**src/rtl/fetch_ctrl_pkg.sv**
```systemverilog
// Shared definitions for the instruction fetch controller, also used by
// decode and by the fetch testbench.
package fetch_ctrl_pkg;

    typedef enum logic [1:0] {
        BOOT = 2'd0,
        REQ  = 2'd1,
        WAIT = 2'd2,
        OUT  = 2'd3
    } fetch_state_e;

    // addi x0, x0, 0
    localparam logic [31:0] NOP_INSN = 32'h00000013;
    localparam int unsigned PC_STEP  = 4;

endpackage

```
**src/rtl/fetch_ctrl.sv**
```systemverilog
// fetch_ctrl: owns the architectural fetch PC, issues one outstanding request
// at a time to instruction memory (req/gnt/rvalid) and hands fetched words to
// decode over valid/ready. Redirects replace the PC and squash any stale
// response still in flight.
//
// Ports
//   clk, rst              clock; asynchronous active-low reset
//   imem_req_o/addr_o     fetch request and word-aligned address
//   imem_gnt_i            request accepted (req & gnt = issue)
//   imem_rvalid_i/rdata_i response, one per issued request
//   redirect_i/pc_i       load a new PC, discard anything older
//   insn_valid_o/ready_i  decode handshake
//   pc_o/insn_o           presented instruction and its PC
//
// state | meaning
// BOOT  | one idle cycle after reset, no request
// REQ   | request asserted at fetch_pc, waiting for grant
// WAIT  | request issued, waiting for response (dropped if squash set)
// OUT   | instruction presented to decode until consumed
module fetch_ctrl
    import fetch_ctrl_pkg::*;
#(
    parameter int unsigned        DWIDTH   = 32,
    parameter int unsigned        AWIDTH   = 32,
    parameter logic [AWIDTH-1:0]  BASEADDR = 32'h01000000
) (
    input  logic              clk,
    input  logic              rst,
    output logic              imem_req_o,
    output logic [AWIDTH-1:0] imem_addr_o,
    input  logic              imem_gnt_i,
    input  logic              imem_rvalid_i,
    input  logic [DWIDTH-1:0] imem_rdata_i,
    input  logic              redirect_i,
    input  logic [AWIDTH-1:0] redirect_pc_i,
    output logic              insn_valid_o,
    input  logic              insn_ready_i,
    output logic [AWIDTH-1:0] pc_o,
    output logic [DWIDTH-1:0] insn_o
);

    fetch_state_e      state_q, state_d;
    logic [AWIDTH-1:0] fetch_pc_q, fetch_pc_d;
    logic              squash_q, squash_d;
    logic              valid_q, valid_d;
    logic [AWIDTH-1:0] pc_q, pc_d;
    logic [DWIDTH-1:0] insn_q, insn_d;
    logic [AWIDTH-1:0] redirect_pc_aligned;

    assign redirect_pc_aligned = {redirect_pc_i[AWIDTH-1:2], 2'b00};

    always_ff @(posedge clk or negedge rst) begin
        if (!rst) begin
            state_q    <= BOOT;
            fetch_pc_q <= BASEADDR;
            squash_q   <= 1'b0;
            valid_q    <= 1'b0;
            pc_q       <= BASEADDR;
            insn_q     <= DWIDTH'(NOP_INSN);
        end else begin
            state_q    <= state_d;
            fetch_pc_q <= fetch_pc_d;
            squash_q   <= squash_d;
            valid_q    <= valid_d;
            pc_q       <= pc_d;
            insn_q     <= insn_d;
        end
    end

    always_comb begin
        state_d    = state_q;
        fetch_pc_d = fetch_pc_q;
        squash_d   = squash_q;
        valid_d    = valid_q;
        pc_d       = pc_q;
        insn_d     = insn_q;

        case (state_q)
            BOOT: begin
                state_d = REQ;
            end
            REQ: begin
                if (imem_gnt_i) begin
                    state_d = WAIT;
                    // The request just granted carries the old PC.
                    if (redirect_i) squash_d = 1'b1;
                end
            end
            WAIT: begin
                if (imem_rvalid_i) begin
                    if (squash_q || redirect_i) begin
                        // Clearing squash here is safe: only one request can
                        // ever be outstanding, so this is the stale one.
                        squash_d = 1'b0;
                        state_d  = REQ;
                    end else begin
                        pc_d    = fetch_pc_q;
                        insn_d  = imem_rdata_i;
                        valid_d = 1'b1;
                        state_d = OUT;
                    end
                end else if (redirect_i) begin
                    squash_d = 1'b1;
                end
            end
            OUT: begin
                if (redirect_i) begin
                    valid_d = 1'b0;
                    state_d = REQ;
                end else if (insn_ready_i) begin
                    fetch_pc_d = fetch_pc_q + AWIDTH'(PC_STEP);
                    valid_d    = 1'b0;
                    state_d    = REQ;
                end
            end
            default: begin
                state_d = BOOT;
            end
        endcase

        // Redirect overrides the +4/hold choice made above in every state.
        if (redirect_i) fetch_pc_d = redirect_pc_aligned;
    end

    assign imem_req_o   = (state_q == REQ);
    assign imem_addr_o  = fetch_pc_q;
    assign insn_valid_o = valid_q;
    assign pc_o         = pc_q;
    assign insn_o       = insn_q;

    a_addr_aligned: assert property (@(posedge clk) disable iff (!rst)
        imem_req_o |-> (imem_addr_o[1:0] == 2'b00));

    a_out_stable: assert property (@(posedge clk) disable iff (!rst)
        (insn_valid_o && !insn_ready_i && !redirect_i)
            |=> (insn_valid_o && $stable(pc_o) && $stable(insn_o)));

    a_one_outstanding: assert property (@(posedge clk) disable iff (!rst)
        (imem_req_o && imem_gnt_i) |=> !imem_req_o);

    a_rvalid_in_wait: assert property (@(posedge clk) disable iff (!rst)
        imem_rvalid_i |-> (state_q == WAIT));

endmodule
```
**config.mk**
```make
export PLATFORM = sky130hd
export DESIGN_NAME = fetch_ctrl
export DESIGN_NICKNAME = d
export VERILOG_FILES = /design/src/rtl/fetch_ctrl_pkg.sv /design/src/rtl/fetch_ctrl.sv
export SDC_FILE = /design/constraint.sdc
export NUM_CORES = 1
export LEC_CHECK = 0
export BUFFER_PORTS_ARGS = -buffer_cell sky130_fd_sc_hd__buf_2
export CORE_ASPECT_RATIO = 1.1
export CORE_MARGIN = 2
export CORE_UTILIZATION = 49
export DETAILED_ROUTE_END_ITERATION = 7
export PLACE_DENSITY = 0.8
export REMOVE_ABC_BUFFERS = 1
export SYNTH_ARGS = -nofsm -noshare
export SYNTH_HDL_FRONTEND = slang
export SYNTH_SLANG_ARGS = --single-unit
```
**constraint.sdc**
```tcl
create_clock -name clk -period 2.5 [get_ports clk]
set_clock_uncertainty 0.1 [all_clocks]
set_input_delay 0.125 -clock clk [delete_from_list [all_inputs] [get_ports clk]]
set_output_delay 0.125 -clock clk [all_outputs]
set_load 0.01 [all_outputs]
```
==> results.json <==
{
  "hold_path.class": "primary input to flop",
  "timing.final.crit_share_pct": 91.7,
  "slew_headroom_pct": 59.9,
  "clk_latency_ns": 0.35,
  "htree_levels": 3,
  "synth.mux.area_fraction_pct": 16.6,
  "slew_violations": 0,
  "clock_sinks": 96,
  "multiInputGateArea_sq_um": 1800,
  "area_growth_pct": 41.9,
  "ant_nets": 0,
  "power_leakage_nw": 3.01,
  "r2r_slack_ns": 0.21,
  "dieWidth_um": 93.7,
  "yosysTopAreaCellShare_pct": 52.5,
  "dieArea_sq_um": 9630,
  "maxCapViolCount": 0,
  "grt_pass1_wl_um": 17700,
  "pin_count": 168,
  "pre_cts_slack_ns": 0.254,
  "layout_setup_ws_ns": 0.207,
  "r2r_start": "state_q[0]",
  "die_height_um": 103,
  "dr.pass1.iters": 5,
  "drt_wl_total_um": 11400,
  "synth_top_family_by_area": "multiplexers",
  "crit_family": "simple AND/OR/NAND/NOR gates",
  "drive_above_1_share_pct": 42.7,
  "synthArstFlopShare_pct": 100,
  "timing.critical_path.buf_inv": 3,
  "root_buffer": "clkbuf_8",
  "cpPeakStageDelay_ns": 0.43,
  "synth-edff-count": 0,
  "overflow": 0,
  "rsz0062_at_grt": "false",
  "hold_viol": 0,
  "drt_iter0_drc": 101,
  "start_kind": "flop",
  "synth.avg_cell_area_sq_um": 11.9,
  "clock_path_buffers": 2,
  "slowest_stage": "dfrtp_1",
  "synth_fa_ha_area_share_pct": 1.15,
  "p_total_mw": 4.96,
  "grt_pass1_vias": 3756,
  "holdWs_ns": 0.0851,
  "synth_cell_types": 40,
  "worstSetupPathType": "flop to flop",
  "n_fill_cell": 644,
  "cp.required_ns": 2.64,
  "numCtsBuffers": 9,
  "yosysMostFrequentCell": "dfrtp_1",
  "yosys_warnings": 0,
  "nNetsFinal": 668,
  "finalCriticalPeriod_ns": 2.29,
  "synth-compound-area-share_pct": 8.71,
  "yosysTopAreaCell": "dfrtp_1",
  "status": "complete, no violations",
  "setup_violations": 0,
  "antenna_found_initial": 0,
  "initial_core_util_pct": 49.7,
  "critPathLaunch": "state_q[0]",
  "synth_xor_area_share_pct": 2.22,
  "cts.reportedPaths.clkPinSlew_ns": 0.08,
  "crit_chain": "inv_1 > ha_1 > inv_1 > nor3_1 > and2_2 > buf_4 > mux2_2",
  "power_density_nw_per_um2": 805,
  "num_rows": 36,
  "dpl.hpwl_um": 7390,
  "synth_area_sq_um": 4340,
  "synthTopCellsByCount": "91 x dfrtp_1, 62 x mux2_2, 20 x nand2_1",
  "yosys-top-cells-area": "dfrtp_1 52%, mux2_2 16%, dfstp_2 3.0%",
  "grt_start_max_net_pins": 50,
  "antennaDiodeCount": 0,
  "path_max_fanout": 23,
  "min_from": "redirect_i",
  "yosysSeqAreaShare_pct": 55.5,
  "dr_total_vias": 3808,
  "grt.total_usage_pct": 23.4,
  "io_buffers": 161,
  "coreArea_sq_um": 8740,
  "route.detailed.drc": 0,
  "wl_per_cell_um": 15.9,
  "ys.flop_type": "dfrtp_1",
  "yosys.area_share.simple_pct": 12.5,
  "worstPathArrival_ns": 2.43,
  "synth-seq-cells": 96,
  "seq_area_sq_um": 2410,
  "syn_inst": 365,
  "gp_congestion": 0.784,
  "cts_resized": 0,
  "cpMostUsedCell": "inv_1",
  "tightest_slew_ns": 0.601,
  "cts_tree": "yes",
  "fmax_mhz": 436,
  "end_kind": "flop",
  "vias_per_cell": 5.34,
  "ir_worst_vdd_mv": 0.479
}
final timing paths:
kind | endpoint | cells after the start
max | pc_o[18] | 7
max in group asynchronous | imem_addr_o[4] | 3
max reg2reg | pc_o[18] | 7
min | imem_addr_o[4] | 3
min reg2reg | pc_o[22] | 1
min in group asynchronous | insn_o[28] | 2
cell families after synthesis:
group,count (synthesis)
multiplexers,64
adder cells (fa/ha/maj),4
AND/OR/NAND/NOR,98
XOR/XNOR,11
other,1
AO/OA/AOI/OAI,59
buffers and inverters,32
flip-flops,96
what timing repair did:
action	4_1_cts	5_1_grt
hold endpoints to repair	107	0
setup endpoints to repair	0	0
setup buffers	0	0
hold buffers	65	0
layout by cell type, fill, tap and decap left out, types with 2 or more instances in the layout:
cell type	Yosys	layout
buf_2	1	160
dfrtp_1	91	91
dlygate4sd3_1	0	65
mux2_2	62	62
nand2_1	20	20
nor2_1	19	19
o21ai_0	19	19
a31oi_1	18	18
o31ai_1	15	15
or4_1	15	15
nand3_1	13	13
buf_4	4	11
nand4_1	10	10
clkbuf_8	0	10
inv_1	9	9
xor2_1	7	7
and4_1	5	5
or3_1	5	5
dfstp_2	5	5
xnor2_1	4	4
ha_1	4	4
conb_1	1	4
clkbuf_1	14	3
nor2b_1	2	2
and3_1	2	2
nor4_1	2	2
mux2i_1	2	2
bufinv_16	0	2
per-stage QoR:
| stage | cells | area (sq um) | utilization [%] | setup TNS [ns] |
|---|---|---|---|---|
| finish | 713 | 6160 | 70.4 | 0 |
| global route | 713 | 6160 | 70.4 | 0 |
| CTS | 713 | 6160 | 70.4 | 0 |
| detailed placement | 632 | 5290 | 60.6 | 0 |
| global placement | 632 | 5290 | 60.6 | 0 |
| floorplan | 346 | 4240 | - | -37.36 |
where the power goes:
| part | total (mW) | switching (mW) | internal (mW) |
|---|---|---|---|
| sequential | 2.32 | 0.290 | 2.03 |
| combinational | 1.54 | 0.732 | 0.805 |
| clock | 1.10 | 0.508 | 0.592 |
| total | 4.96 | 1.53 | 3.43 |
area by class of cell:
cell class / count / area share (%)
clock buffer: 13 / 2.42
clock inverter: 3 / 1.06
inverter: 10 / 0.610
multi-input combinational: 240 / 29.2
sequential: 96 / 39.1
tap: 114 / 2.32
timing repair buffer: 237 / 25.2
worst min-delay path, cell delays in order:
cell     delay (ns)
buf_2          0.21
nand2_1        0.09
o21ai_0        0.07
state kept, by name (all words and copies together) (netlist names):
register	flops
imem_addr_o	30
insn_o	32
insn_valid_o	1
pc_o	30
squash_q	1
state_q	2
metal layers:
layer  GRT usage (%)  up-vias  share of wire, %
met5               0        -                 0
met4            9.03        0               2.5
met3            5.70       25               6.0
met2            40.7      143                52
met1            28.2     1848                39
li1                -     1792                 -
Note: power is estimated with default switching activity, not from simulation.
